<file path="src/rtl/wr_bus_arb_pkg.sv">
// Shared types and helpers for the write-bus arbiter.
package wr_bus_arb_pkg;

  typedef enum logic {
    IDLE    = 1'b0,
    GRANTED = 1'b1
  } state_t;

  localparam int ERR_CNT_W = 8;

  // Width of an owner index; never narrower than one bit.
  function automatic int idx_w(input int n);
    return (n > 1) ? $clog2(n) : 1;
  endfunction

endpackage

</file>
<file path="src/rtl/wr_bus_arbiter_rr_picker.sv">
// Combinational round-robin search: first asserted request strictly after rr_last.
module rr_picker
  import wr_bus_arb_pkg::*;
#(
  parameter int NUM_REQ = 4,
  parameter int IDX_W   = idx_w(NUM_REQ)
) (
  input  logic [NUM_REQ-1:0] req,
  input  logic [IDX_W-1:0]   rr_last,
  output logic               valid,
  output logic [IDX_W-1:0]   sel
);

  always_comb begin
    int k;
    valid = 1'b0;
    sel   = '0;
    k     = 0;
    for (int d = 1; d <= NUM_REQ; d++) begin
      k = (int'(rr_last) + d) % NUM_REQ;
      if (!valid && req[IDX_W'(k)]) begin
        valid = 1'b1;
        sel   = IDX_W'(k);
      end
    end
  end

endmodule

</file>
<file path="src/rtl/wr_bus_arbiter.sv">
// Round-robin arbiter sharing one write bus between NUM_REQ requesters,
// with an address window guard on writes and a bounded hold time.
//
// state   | meaning
// IDLE    | no owner, bus outputs driven to zero
// GRANTED | rr_last owns the bus; its ce/wr/addr/data are registered onto the bus
module wr_bus_arbiter
  import wr_bus_arb_pkg::*;
#(
  parameter int NUM_REQ  = 4,
  parameter int ADDR_W   = 8,
  parameter int DATA_W   = 8,
  parameter int ADDR_MIN = 0,
  parameter int ADDR_MAX = 255,
  parameter int MAX_HOLD = 16
) (
  input  logic                      clk,
  input  logic                      rst,
  input  logic [NUM_REQ-1:0]        req,
  output logic [NUM_REQ-1:0]        gnt,
  input  logic [NUM_REQ-1:0]        ce_i,
  input  logic [NUM_REQ-1:0]        wr_i,
  input  logic [NUM_REQ*ADDR_W-1:0] addr_i,
  input  logic [NUM_REQ*DATA_W-1:0] data_i,
  output logic                      ce_o,
  output logic                      wr_o,
  output logic [ADDR_W-1:0]         addr_o,
  output logic [DATA_W-1:0]         data_o,
  output logic                      range_err,
  output logic                      preempt,
  output logic [ERR_CNT_W-1:0]      err_cnt
);

  localparam int IDX_W  = idx_w(NUM_REQ);
  localparam int HOLD_W = $clog2(MAX_HOLD + 2);
  localparam int SPAN   = ADDR_MAX - ADDR_MIN;
  localparam logic [ADDR_W:0]     WIN_LO   = ADDR_MIN[ADDR_W:0];
  localparam logic [ADDR_W:0]     WIN_SPAN = SPAN[ADDR_W:0];
  localparam logic [NUM_REQ-1:0]  REQ_ONE  = {{(NUM_REQ-1){1'b0}}, 1'b1};

  typedef logic [IDX_W-1:0] idx_t;

  state_t                 state, state_n;
  idx_t                   rr_last, rr_last_n;   // doubles as the owner index while GRANTED
  logic [HOLD_W-1:0]      hold_cnt, hold_cnt_n;
  logic [NUM_REQ-1:0]     gnt_n;
  logic                   ce_n, wr_n, range_err_n, preempt_n;
  logic [ADDR_W-1:0]      addr_n;
  logic [DATA_W-1:0]      data_n;
  logic [ERR_CNT_W-1:0]   err_cnt_n;

  logic [ADDR_W-1:0]      addr_arr [NUM_REQ];
  logic [DATA_W-1:0]      data_arr [NUM_REQ];

  for (genvar g = 0; g < NUM_REQ; g++) begin : g_unpack
    assign addr_arr[g] = addr_i[g*ADDR_W +: ADDR_W];
    assign data_arr[g] = data_i[g*DATA_W +: DATA_W];
  end

  logic [NUM_REQ-1:0] owner_mask, pick_req;
  logic               pick_valid;
  idx_t               pick_sel;
  logic [ADDR_W-1:0]  own_addr;
  logic [ADDR_W:0]    addr_off;
  logic               in_window, hold_expired;

  assign owner_mask = REQ_ONE << rr_last;
  assign pick_req   = (state == GRANTED) ? (req & ~owner_mask) : req;

  rr_picker #(
    .NUM_REQ (NUM_REQ),
    .IDX_W   (IDX_W)
  ) u_picker (
    .req     (pick_req),
    .rr_last (rr_last),
    .valid   (pick_valid),
    .sel     (pick_sel)
  );

  // Offset from the window base wraps high for addresses below ADDR_MIN,
  // so a single unsigned compare covers both bounds.
  assign own_addr     = addr_arr[rr_last];
  assign addr_off     = {1'b0, own_addr} - WIN_LO;
  assign in_window    = (addr_off <= WIN_SPAN);
  assign hold_expired = (MAX_HOLD != 0) && (int'(hold_cnt) >= MAX_HOLD - 1);

  always_ff @(posedge clk or posedge rst) begin
    if (rst) begin
      state     <= IDLE;
      rr_last   <= idx_t'(NUM_REQ - 1);
      hold_cnt  <= '0;
      gnt       <= '0;
      ce_o      <= 1'b0;
      wr_o      <= 1'b0;
      addr_o    <= '0;
      data_o    <= '0;
      range_err <= 1'b0;
      preempt   <= 1'b0;
      err_cnt   <= '0;
    end else begin
      state     <= state_n;
      rr_last   <= rr_last_n;
      hold_cnt  <= hold_cnt_n;
      gnt       <= gnt_n;
      ce_o      <= ce_n;
      wr_o      <= wr_n;
      addr_o    <= addr_n;
      data_o    <= data_n;
      range_err <= range_err_n;
      preempt   <= preempt_n;
      err_cnt   <= err_cnt_n;
    end
  end

  always_comb begin
    state_n     = state;
    rr_last_n   = rr_last;
    hold_cnt_n  = hold_cnt;
    gnt_n       = gnt;
    ce_n        = 1'b0;
    wr_n        = 1'b0;
    addr_n      = '0;
    data_n      = '0;
    range_err_n = 1'b0;
    preempt_n   = 1'b0;
    err_cnt_n   = err_cnt;

    case (state)
      IDLE: begin
        gnt_n = '0;
        if (pick_valid) begin
          state_n    = GRANTED;
          rr_last_n  = pick_sel;
          hold_cnt_n = '0;
          gnt_n      = REQ_ONE << pick_sel;
        end
      end

      GRANTED: begin
        addr_n = own_addr;
        data_n = data_arr[rr_last];
        if (ce_i[rr_last] && wr_i[rr_last] && !in_window) begin
          range_err_n = 1'b1;
          if (err_cnt != '1) err_cnt_n = err_cnt + 1'b1;
        end else begin
          ce_n = ce_i[rr_last];
          wr_n = wr_i[rr_last];
        end

        if (!req[rr_last]) begin
          if (pick_valid) begin
            rr_last_n  = pick_sel;
            hold_cnt_n = '0;
            gnt_n      = REQ_ONE << pick_sel;
          end else begin
            state_n = IDLE;
            gnt_n   = '0;
          end
        end else if (hold_expired && pick_valid) begin
          preempt_n  = 1'b1;
          rr_last_n  = pick_sel;
          hold_cnt_n = '0;
          gnt_n      = REQ_ONE << pick_sel;
        end else if (hold_cnt != '1) begin
          hold_cnt_n = hold_cnt + 1'b1;
        end
      end

      default: begin
        state_n = IDLE;
        gnt_n   = '0;
      end
    endcase
  end

endmodule

</file>
<file path="config.mk">
export PLATFORM = sky130hd
export DESIGN_NAME = wr_bus_arbiter
export DESIGN_NICKNAME = d
export VERILOG_FILES = /design/src/rtl/wr_bus_arb_pkg.sv /design/src/rtl/wr_bus_arbiter_rr_picker.sv /design/src/rtl/wr_bus_arbiter.sv
export SDC_FILE = /design/constraint.sdc
export NUM_CORES = 1
export LEC_CHECK = 0
export ABC_AREA = 1
export CAP_MARGIN = 20
export CORE_MARGIN = 2
export CORE_UTILIZATION = 29
export DETAILED_ROUTE_END_ITERATION = 10
export RECOVER_POWER = 25
export SLEW_MARGIN = 20
export SYNTH_ARGS = -nofsm -noshare
export SYNTH_HDL_FRONTEND = slang
export SYNTH_SLANG_ARGS = --single-unit
export TNS_END_PERCENT = 20
</file>
<file path="constraint.sdc">
create_clock -name clk -period 2.5 [get_ports clk]
set_clock_uncertainty 0.05 [all_clocks]
set_input_delay 0.5 -clock clk [delete_from_list [all_inputs] [get_ports clk]]
set_output_delay 0.5 -clock clk [all_outputs]
set_load 0.05 [all_outputs]
</file>
==> impl_metrics.tcl, run 1 <==
set metrics [dict create \
    synthToLayoutAreaGrowth_pct 54.8 \
    grt_pass1_vias 2204 \
    dr.pass1.iters 4 \
    yosys.area.top_type "dfrtp_1" \
    synth_cell_types 28 \
    num_antenna_cells 0 \
    antenna_found_initial 0 \
    hold_buffers 0 \
    synth-edff-count 0 \
    final_core_util_pct 46.1 \
    gp_congestion 0.794 \
    synth_top_area_share_pct 34.0 \
    final_nets 490 \
    viasPerCell 4.46 \
    root_buffer "clkbuf_8" \
    setup_viol 0 \
    numPortBuffers 100 \
    cts_tree "built" \
    die_h_um 89.8 \
    rsz0062_at_grt "no" \
    setup_slack_ns 0.274 \
    slew_headroom_pct 47.7 \
    worst_slew_pin_slew_ns 0.785 \
    endpoint_kind "register" \
    core_um2 7180 \
    clk_pin_slew_ns 0.07 \
    p_leak_nw 1.47 \
    drv_cap 0 \
    cts.path.max_buffers 2 \
    cts_made_buffers 5 \
    synth_top_cells_by_area "dfrtp_1, nor2_1, o21ai_0" \
    cp_max_fo 24 \
    synth.cell_area_um2 2140 \
    hold_viol 0 \
    layout-drive-gt1-share_pct 8.87 \
    die-width_um 89.8 \
    cts_sinks 31 \
    grt_max_degree 34 \
    post_cts_buffers 0 \
    yosysSeqAreaShare_pct 36.4 \
    cts_resized 0 \
    finalCritPeriodShare_pct 89.0 \
    nFillCells 716 \
    gr-total-overflow 0 \
    hold_path.class "register to register" \
    ys_ff_latch 31 \
    crit_required_ns 2.65 \
    drt_wl_total_um 5980 \
    post_drt_wl_per_cell_um 11.8 \
    seqCellArea_um2 778 \
    post-route-min-period_ns 2.23 \
    async_flop_share_pct 100 \
    synthesis.instances 306 \
    clk_latency_ns 0.28 \
    ys_warn_count 0 \
    finalSetupTns_ns 0 \
    multi_input_area_um2 1190 \
    via_count 2253 \
    place_ws_ns 0.274 \
    hpwl_um 4570 \
    htree_levels 2 \
    synth.avg_cell_area_um2 6.98 \
    p_per_area_nw_per_um2 1230 \
    final_antenna_net_count 0 \
    cp.arrival_ns 2.38 \
    rows 31 \
    grt.total_usage_pct 15.5 \
    grt_pass1_wl_um 10200 \
    initial_core_util_pct 29.8 \
    fmax_mhz 449 \
    drt_iter0_drc 78 \
    die_area_um2 8070 \
    start_kind "register" \
    setup.worst_path.class "register to register" \
    io-pin-count 110 \
    status "finished clean" \
    vdd_drop_max_mv 0.352 \
    drc 0 \
    slew_viol_final 0 \
    ys.flop_type "dfrtp_1" \
]
[stage by stage]
stage,hold WS [ns],power (mW),cells,cell area [µm²]
2_1_floorplan,0.418,2.89,314,2170
3_3_place_gp,0.437,3.67,497,3210
3_5_place_dp,0.446,3.69,497,3210
4_1_cts,0.460,4.14,505,3310
5_1_grt,0.488,4.47,505,3310
6_report,0.455,4.08,505,3310
[critical path, cell delays in order (launching register included)]
cell and delay (ns):
dfstp_2 0.74, inv_6 0.14, ha_1 0.22, nand2_1 0.10
nand3_1 0.15, nand3_1 0.15, nand2_1 0.09, nand3_1 0.09
nand2_1 0.05, inv_1 0.04, nand3_1 0.13, nand2_1 0.09
o21ai_0 0.10
[layout by cell type (no fill, tap or decap), types with 2 or more instances in the layout]
master           instances
a21oi_1                 19
buf_4                    6
clkbuf_8                 7
clkdlybuf4s50_1         99
conb_1                   9
dfrtp_1                 29
dfstp_2                  2
ha_1                     7
inv_1                   11
inv_2                    2
nand2_1                 39
nand2_2                  8
nand2_4                  2
nand3_1                 24
nand3_2                  3
nand4_1                  2
nor2_1                  83
nor2_2                   2
o21ai_0                 39
o21ai_1                  3
xor2_1                   2
[synthesized netlist by cell type (3+ instances only)]
| cell | count |
|---|---|
| nor2_1 | 83 |
| nand2_1 | 39 |
| o21ai_0 | 39 |
| dfrtp_1 | 29 |
| nand3_1 | 24 |
| a21oi_1 | 19 |
| inv_1 | 11 |
| buf_4 | 9 |
| nand2_2 | 8 |
| ha_1 | 7 |
| clkbuf_1 | 6 |
| buf_2 | 5 |
| nand3_2 | 3 |
| o21ai_1 | 3 |
[report_power, final]
group	internal (mW)	total [mW]	switching [mW]
registers	0.736	0.854	0.118
clock network	0.251	0.437	0.185
logic	0.966	2.79	1.83
total	1.95	4.08	2.13
[sequential cells by signal, summed over array words and instances, names as in the netlist]
name	cells
addr_o	8
hold_cnt	5
wr_o	1
rr_last	2
state	1
data_o	8
ce_o	1
preempt	1
gnt	4
[layer usage]
layer  routed length [µm]  share of wire (%)  track usage, %
met3                  456                7.6            4.61
met5                    0                  0               0
met1                 2500                 42            17.9
met4                   90                1.5            5.51
met2                 2940                 49            27.3
[layout make-up]
type                            count  area share [%]
Tap cell                           99            3.74
Inverter                           15            1.85
Multi-Input combinational cell    245            36.1
Clock buffer                        8            3.03
Timing Repair Buffer              107            31.8
Sequential cell                    31            23.5
[final timing paths]
| path | start | to | slack, ns | cells past startpoint |
|---|---|---|---|---|
| worst max-delay path | rr_last[0]$_DFFE_PP1P_ | rr_last[0]$_DFFE_PP1P_ | 0.27 | 12 |
| worst min register to register | gnt[0]$_DFFE_PP0P_ | gnt[0]$_DFFE_PP0P_ | 0.46 | 2 |
| max in group asynchronous | rst | data_o[5]$_DFF_PP0_ | 1.07 | 3 |
| min in group asynchronous | rst | hold_cnt[4]$_DFFE_PP0P_ | 0.82 | 3 |
| worst min-delay path | gnt[0]$_DFFE_PP0P_ | gnt[0]$_DFFE_PP0P_ | 0.46 | 2 |
| worst max register to register | rr_last[0]$_DFFE_PP1P_ | rr_last[0]$_DFFE_PP1P_ | 0.27 | 12 |
[cell families (layout without fill, tap and decap cells)]
kind of cell	Yosys count	in the layout	synth area share [%]
DFF	31	31	36.4
other	1	9	0.175
and+or+nand+nor	164	164	34.0
buffers and inverters	38	130	9.13
xor gates and xnor gates	2	2	0.820
AOI/OAI and AO/OA	63	63	15.4
adders and majority gates	7	7	4.10
Power figures use the tool's default switching activity.
==> run 2: changes to the inputs <==
- CELL_PAD_IN_SITES_DETAIL_PLACEMENT: default -> 0
- CELL_PAD_IN_SITES_GLOBAL_PLACEMENT: default -> 1
- CORE_UTILIZATION: 29 -> 27
- GPL_TIMING_DRIVEN: default -> 0
- PLACE_DENSITY_LB_ADDON: default -> 0.1
==> impl_metrics.tcl, run 2 (same netlist as run 1, synthesis figures left out) <==
set metrics [dict create \
    cp_slowest_cell "dfstp_2" \
    worst_slew_pin_slew_ns 1.28 \
    path_depth 17 \
    path_cells "buf_8, inv_6, clkbuf_8, buf_6, ha_1, nand2_2, nand3_2, nand2_2, nand2_1, nand2_2, inv_1, nand2_2, nand2_4, nand3_2, nand2_2, nand2_1, nand2_1" \
    reg2reg_from "rr_last[0]$_DFFE_PP1P_" \
    root_buffer "clkbuf_8" \
    finalSetupTns_ns 0 \
    worst-r2r-setup-slack_ns 0.18 \
    final_antenna_net_count 0 \
    grt_max_degree 32 \
    drc 0 \
    via_count 2324 \
    status "finished clean" \
    p_per_area_nw_per_um2 1240 \
    reg2reg_depth 17 \
    reg_top3 "addr_o x8, data_o x8, hold_cnt x5" \
    rows 32 \
    htree_levels 2 \
    viasPerCell 4.41 \
    cts_tree "built" \
    vdd_drop_max_mv 0.428 \
    cts_sinks 31 \
    finalCritPeriodShare_pct 92.7 \
    final_cells 527 \
    cts_made_buffers 5 \
    core_um2 7690 \
    use_met1_pct 20.3 \
    post-route-min-period_ns 2.32 \
    setup.worst_path.class "register to register" \
    hold_path.class "register to register" \
    layout-drive-gt1-share_pct 13.6 \
    slew_headroom_pct 14.8 \
    final_common_cell "clkdlybuf4s50_1" \
    hpwl_um 5120 \
    start_kind "register" \
    p_leak_nw 1.55 \
    post_drt_wl_per_cell_um 13.1 \
    die_area_um2 8640 \
    final_core_util_pct 45.2 \
    slew_viol_final 0 \
    antenna_found_initial 0 \
    numPortBuffers 100 \
    cp_max_fo 11 \
    num_antenna_cells 0 \
    hold_buffers 0 \
    gr-usage-met2_pct 29.7 \
    drv_cap 0 \
    initial_core_util_pct 27.8 \
    p_sw_mw 2.28 \
    grt_pass1_wl_um 11400 \
    hold_viol 0 \
    final_nets 509 \
    top_usage_layer "met2" \
    crit_start "rr_last[0]$_DFFE_PP1P_" \
    cts.path.max_buffers 2 \
    die-width_um 93.0 \
    comb_power_share_pct 71.6 \
    cp_num_buf_inv 5 \
    timing.rr.end "hold_cnt[1]$_DFFE_PP0P_" \
    most-common-layout-cells "clkdlybuf4s50_1, nor2_1, o21ai_0" \
    p_sw_share_pct 53.0 \
    hold_slack_ns 0.460 \
    crit_path_end "hold_cnt[1]$_DFFE_PP0P_" \
    grt_pass1_vias 2327 \
    pwr-share-clk_pct 9.1 \
    rsz0062_at_grt "no" \
    pwr-share-seq_pct 19.3 \
    grt.total_usage_pct 16.9 \
    critical_path.max_stage_delay_ns 0.55 \
    cp_common_cell "nand2_2" \
    dp_cells 516 \
    crit_required_ns 2.63 \
    cp_top_family "simple AND/OR/NAND/NOR gates" \
    clk_latency_ns 0.28 \
    setup_viol 0 \
    die_h_um 93.0 \
    grt_util_met3_pct 4.88 \
    drt_wl_total_um 6890 \
    cp.arrival_ns 2.44 \
    synthToLayoutAreaGrowth_pct 62.6 \
    clk_pin_slew_ns 0.07 \
    gr-total-overflow 0 \
    drt_iter0_drc 84 \
    endpoint_kind "register" \
    io-pin-count 110 \
    dr.pass1.iters 4 \
    gp_congestion 0.801 \
    p_int_mw 2.02 \
    fmax_mhz 432 \
]
## run 2: cell types whose count changed in the layout (fill, tap and decap cells not counted), sizes merged
| cell | delta |
|---|---|
| buf | +15 |
| clkinv | +1 |
| clkbuf | +3 |
## run 2: repair_timing
action	CTS	global route
setup buffers	0	3
gates resized for setup	7	13
endpoints found under the setup margin	13	11
## run 2: worst min-delay path: cells and delay by family (launching register included)
family,cells,cell delay [ns]
flip-flops,1,0.35
AND/OR/NAND/NOR,2,0.13
## run 2: final cells by class
cell class                 count  area [µm²]
fill                         819        4210
multi-input combinational    245        1250
timing repair buffer         103        1020
sequential                    31         778
buffer                        23         155
tap                          102         128
clock buffer                   7        76.3
inverter                      15        61.3
clock inverter                 1        5.00
## run 2: how the worst min path moves through the flow
stage / startpoint / endpoint / slack (ns) / cells past startpoint
6_report: gnt[0]$_DFFE_PP0P_ / gnt[0]$_DFFE_PP0P_ / 0.46 / 2
5_1_grt: gnt[3]$_DFFE_PP0P_ / gnt[3]$_DFFE_PP0P_ / 0.50 / 2
4_1_cts: hold_cnt[1]$_DFFE_PP0P_ / hold_cnt[1]$_DFFE_PP0P_ / 0.46 / 2
3_5_place_dp: hold_cnt[1]$_DFFE_PP0P_ / hold_cnt[1]$_DFFE_PP0P_ / 0.45 / 2
3_3_place_gp: hold_cnt[1]$_DFFE_PP0P_ / hold_cnt[1]$_DFFE_PP0P_ / 0.44 / 2
2_1_floorplan: hold_cnt[1]$_DFFE_PP0P_ / hold_cnt[1]$_DFFE_PP0P_ / 0.42 / 2
## run 2: power groups by stage
stage	Clock, mW	Sequential (mW)	Combinational [mW]
2_1_floorplan	0	1.44	1.46
3_3_place_gp	0	0.837	2.95
3_5_place_dp	0	0.841	2.96
4_1_cts	0.407	0.835	3.01
5_1_grt	0.432	0.862	3.41
6_report	0.391	0.832	3.08
## run 2: metrics by stage
stage / power, mW / area (µm²) / setup WS, ns
floorplan: 2.89 / 2170 / 0.262
finish: 4.31 / 3470 / 0.184
detailed placement: 3.80 / 3300 / -0.311
CTS: 4.25 / 3400 / 0.0358
global route: 4.70 / 3470 / 0.0314
global placement: 3.79 / 3300 / -0.301
## run 2: per-layer routing
metal	up-vias	share of wire, %
li1	1208	-
met1	1035	43
met2	75	48
met3	6	7.5
met4	0	1.0
met5	-	0
==> run 3: changes to the inputs <==
- ABC_CLOCK_PERIOD_IN_PS: default -> 2500
- CORE_UTILIZATION: 27 -> 28
- CTS_BUF_LIST: default -> sky130_fd_sc_hd__clkbuf_4 sky130_fd_sc_hd__clkbuf_8
- GPL_TIMING_DRIVEN: 0 -> default
==> impl_metrics.tcl, run 3 (same netlist as run 1, synthesis figures left out) <==
set metrics [dict create \
    status "finished clean" \
    post_cts_buffers 0 \
    grt.total_usage_pct 16.4 \
    dr.pass1.iters 4 \
    cts.path.max_buffers 2 \
    p_leak_nw 1.48 \
    worst_slew_pin_slew_ns 0.808 \
    drt_wl_total_um 6460 \
    cp_num_buf_inv 2 \
    post_drt_wl_per_cell_um 12.8 \
    vdd_drop_max_mv 0.369 \
    setup_viol 0 \
    finalCritPeriodShare_pct 85.4 \
    drt_iter0_drc 61 \
    cts_made_buffers 5 \
    timing.rr.end "gnt[1]$_DFFE_PP0P_" \
    drc 0 \
    hpwl_um 4750 \
    crit_path_end "gnt[1]$_DFFE_PP0P_" \
    via_count 2251 \
    post-route-min-period_ns 2.13 \
    final_nets 490 \
    cp.arrival_ns 2.26 \
    crit_start "rr_last[0]$_DFFE_PP1P_" \
    cts_tree "built" \
    start_kind "register" \
    final_common_cell "clkdlybuf4s50_1" \
    cp_slowest_cell "dfstp_2" \
    fmax_mhz 468 \
    num_antenna_cells 0 \
    initial_core_util_pct 29.2 \
    hold_viol 0 \
    htree_levels 2 \
    clk_pin_slew_ns 0.07 \
    rows 31 \
    core_um2 7330 \
    reg2reg_from "rr_last[0]$_DFFE_PP1P_" \
    grt_pass1_wl_um 10800 \
    die_area_um2 8350 \
    io-pin-count 110 \
    cp_top_family "flip-flops" \
    slew_headroom_pct 46.1 \
    final_antenna_net_count 0 \
    finalSetupTns_ns 0 \
    numPortBuffers 100 \
    grt_max_degree 42 \
    root_buffer "clkbuf_8" \
    path_cells "buf_6, nor2_1, nor2_1, o21ai_1, a21oi_4, inv_2, o21ai_1, nor2_1, nand2_1, nand2_1" \
    clk_latency_ns 0.28 \
    die_h_um 91.4 \
    cts_sinks 31 \
    grt_pass1_vias 2245 \
    hold_path.class "register to register" \
    hold_slack_ns 0.454 \
    reg2reg_depth 10 \
    endpoint_kind "register" \
    die-width_um 91.4 \
    path_depth 10 \
    cp_max_fo 41 \
    final_core_util_pct 45.4 \
    gp_congestion 0.843 \
    reg_top3 "addr_o x8, data_o x8, hold_cnt x5" \
    p_per_area_nw_per_um2 1260 \
    cp_common_cell "nor2_1" \
    critical_path.max_stage_delay_ns 0.64 \
    crit_required_ns 2.63 \
    hold_buffers 0 \
    gr-total-overflow 0 \
    slew_viol_final 0 \
    synthToLayoutAreaGrowth_pct 55.8 \
    layout-drive-gt1-share_pct 9.11 \
    viasPerCell 4.46 \
    rsz0062_at_grt "no" \
    antenna_found_initial 0 \
    drv_cap 0 \
    most-common-layout-cells "clkdlybuf4s50_1, nor2_1, nand2_1, o21ai_0, dfrtp_1" \
    worst-r2r-setup-slack_ns 0.37 \
    setup.worst_path.class "register to register" \
]
-- run 3: how the worst min path moves through the flow --
stage,end,slack [ns],start,cells past startpoint
after global routing,hold_cnt[1]$_DFFE_PP0P_,0.49,hold_cnt[1]$_DFFE_PP0P_,2
after detailed placement,hold_cnt[1]$_DFFE_PP0P_,0.45,hold_cnt[1]$_DFFE_PP0P_,2
after floorplan,hold_cnt[1]$_DFFE_PP0P_,0.42,hold_cnt[1]$_DFFE_PP0P_,2
after CTS,hold_cnt[1]$_DFFE_PP0P_,0.46,hold_cnt[1]$_DFFE_PP0P_,2
final,hold_cnt[1]$_DFFE_PP0P_,0.45,hold_cnt[1]$_DFFE_PP0P_,2
after global placement,hold_cnt[1]$_DFFE_PP0P_,0.44,hold_cnt[1]$_DFFE_PP0P_,2
-- run 3: through the flow --
step                      power (mW)  instances  worst slack, ns  instance area (µm²)
final                           4.20        505            0.365                 3330
after global routing            4.59        505            0.116                 3330
after CTS                       4.25        505            0.238                 3330
after detailed placement        3.71        497            0.256                 3210
after global placement          3.71        497            0.266                 3210
after floorplan                 2.89        314            0.262                 2170
-- run 3: cell type report --
type,instances,area [µm²]
fillers,777,4000
clock inverters,2,35.0
clock buffers,6,82.6
well taps,99,124
repair buffers,107,1050
multi-input cells,245,1190
inverters,15,61.3
flip-flops and latches,31,778
-- run 3: what timing repair did --
action                     CTS  global route
setup endpoints to repair    0             3
gates resized for setup      0             1
hold endpoints to repair     0             0
-- run 3: power breakdown --
group	total (mW)	internal (mW)	switching, mW
logic	2.84	0.970	1.87
registers	0.838	0.736	0.103
clock network	0.519	0.322	0.196
-- run 3: worst reg2reg max path, stage by stage (launching register included) --
cell	delay, ns
dfstp_2	0.64
buf_6	0.33
nor2_1	0.09
nor2_1	0.09
o21ai_1	0.10
a21oi_4	0.31
inv_2	0.10
o21ai_1	0.13
nor2_1	0.07
nand2_1	0.06
nand2_1	0.05
-- run 3: per-layer routing --
metal | part of all wire (%) | global-route usage, % | vias up
met2 | 49 | 28.6 | 72
met3 | 7.0 | 5.23 | 4
li1 | - | - | 1176
met4 | 0.91 | 4.55 | 0
met1 | 43 | 19.2 | 999
met5 | 0 | 0 | -
==> edit: new RTL, flow settings as in run 3 <==
Make the reset (`rst`) synchronous in one clocked block.
--- a/src/rtl/wr_bus_arbiter.sv
+++ b/src/rtl/wr_bus_arbiter.sv
@@ -85,5 +85,5 @@
   assign hold_expired = (MAX_HOLD != 0) && (int'(hold_cnt) >= MAX_HOLD - 1);
 
-  always_ff @(posedge clk or posedge rst) begin
+  always_ff @(posedge clk) begin
     if (rst) begin
       state     <= IDLE;
Behaviour: differs if rst is asserted again (counterexample within 4 cycles, from zero or initial values and one cycle with rst high); with rst held inactive, the same outputs for 10 cycles.
==> edit against run 3 <==
Routed wire length decreased by 2.6%. Critical endpoint is now rr_last[0]. Sequential cell count unchanged. Area after synthesis decreased by 6.6%. Count of clock-buffer cells in the layout increased by 2. Power decreased by 27%. Worst setup slack improved by 44 ps. First-iteration DRC count increased by 8.2%. Sequential share of layout area decreased by 3.8 points. Critical path depth increased by 2. Cell area decreased by 4.8%.
==> edit: results (changes against run 3) <==
cell family with most CP delay simple AND/OR/NAND/NOR gates (was flip-flops); 1st-iter DRT viols 66 (was 61); Synth Area in Compound Gates 0.197 (was 0.154); Synth area leaders dfxtp_1, nor2_1, o21ai_0 (was dfrtp_1, nor2_1, o21ai_0); reg-to-reg slack, setup 410 ps (was 370 ps); Mean Syn Cell Area 6.46 µm² (was 6.98 µm²); Post-Route WL 6290 µm (was 6460 µm); ys flop type dfxtp_1 (was dfrtp_1); post-DP HPWL 4760 µm (was 4750 µm); crit path to rr_last[0] (was gnt[1]); Hold Crit Class reg2reg (unchanged); DP Area 3070 µm² (was 3210 µm²); most instantiated cells after synthesis nor2_1, o21ai_0, nand2_1, a21oi_1, dfxtp_1 (was nor2_1, nand2_1, o21ai_0, dfrtp_1, nand3_1); sequential area share after synthesis 0.311 (was 0.364); VDD IR max 0.000287 V (was 0.000369 V); adder-cell area share of the yosys netlist 0.0439 (was 0.0410); largest net degree at the start of global routing 36 (was 42); synth unique cells 30 (was 28); nets@finish 493 (was 490); vias in the first global route 2243 (was 2245); Reg2Reg Launch Point rr_last[0] (unchanged); metal3 WL 444 µm (was 454 µm); P_leak 1.31 nW (was 1.48 nW); Reg2Reg Depth 12 (was 10); Metal-1 WL 2620 µm (was 2760 µm); met3 Track Usage GR 0.0597 (was 0.0523); metal2 WL 3070 µm (was 3190 µm); share of the synthesized area in the top cell type 0.311 (was 0.340); met2 usage in global routing 0.311 (was 0.286); crit-path max cell delay 460 ps (was 640 ps); gr usage total 0.174 (was 0.164); status finished, final reports clean (unchanged); vias per cell 4.43 (was 4.46); Rel. slew slack 0.539 (was 0.461); Setup WS pre-CTS 271 ps (was 256 ps); Critical Path Fanout Max 35 (was 41); Tmin final 2090 ps (was 2130 ps); ratio of cells with drive above 1 in the final layout 0.0856 (was 0.0911); Hold-fix buffers, CTS 0 (unchanged); first-pass GRT wire length 10400 µm (was 10800 µm)
==> edit: how the worst min path moves through the flow <==
stage | start | endpoint | slack (ps) | cells after the start
2_1_floorplan | hold_cnt[1] | hold_cnt[1] | 410 | 2
3_3_place_gp | hold_cnt[1] | hold_cnt[1] | 430 | 2
3_5_place_dp | gnt[2] | gnt[2] | 430 | 2
4_1_cts | gnt[2] | gnt[2] | 440 | 2
5_1_grt | gnt[2] | gnt[2] | 460 | 2
6_report | gnt[2] | gnt[2] | 430 | 2
==> edit: area by class of cell <==
| type | instances | area, µm² |
|---|---|---|
| sequential | 31 | 621 |
| clock buffer | 8 | 104 |
| fill | 728 | 3660 |
| timing repair buffer | 108 | 1060 |
| multi-input combinational | 242 | 1190 |
| inverter | 20 | 81.3 |
| tap | 96 | 120 |
==> edit: report_power, final <==
group	switching, mW	internal, mW
sequential	0.0546	0.604
clock	0.192	0.262
combinational	1.26	0.687
total	1.51	1.55
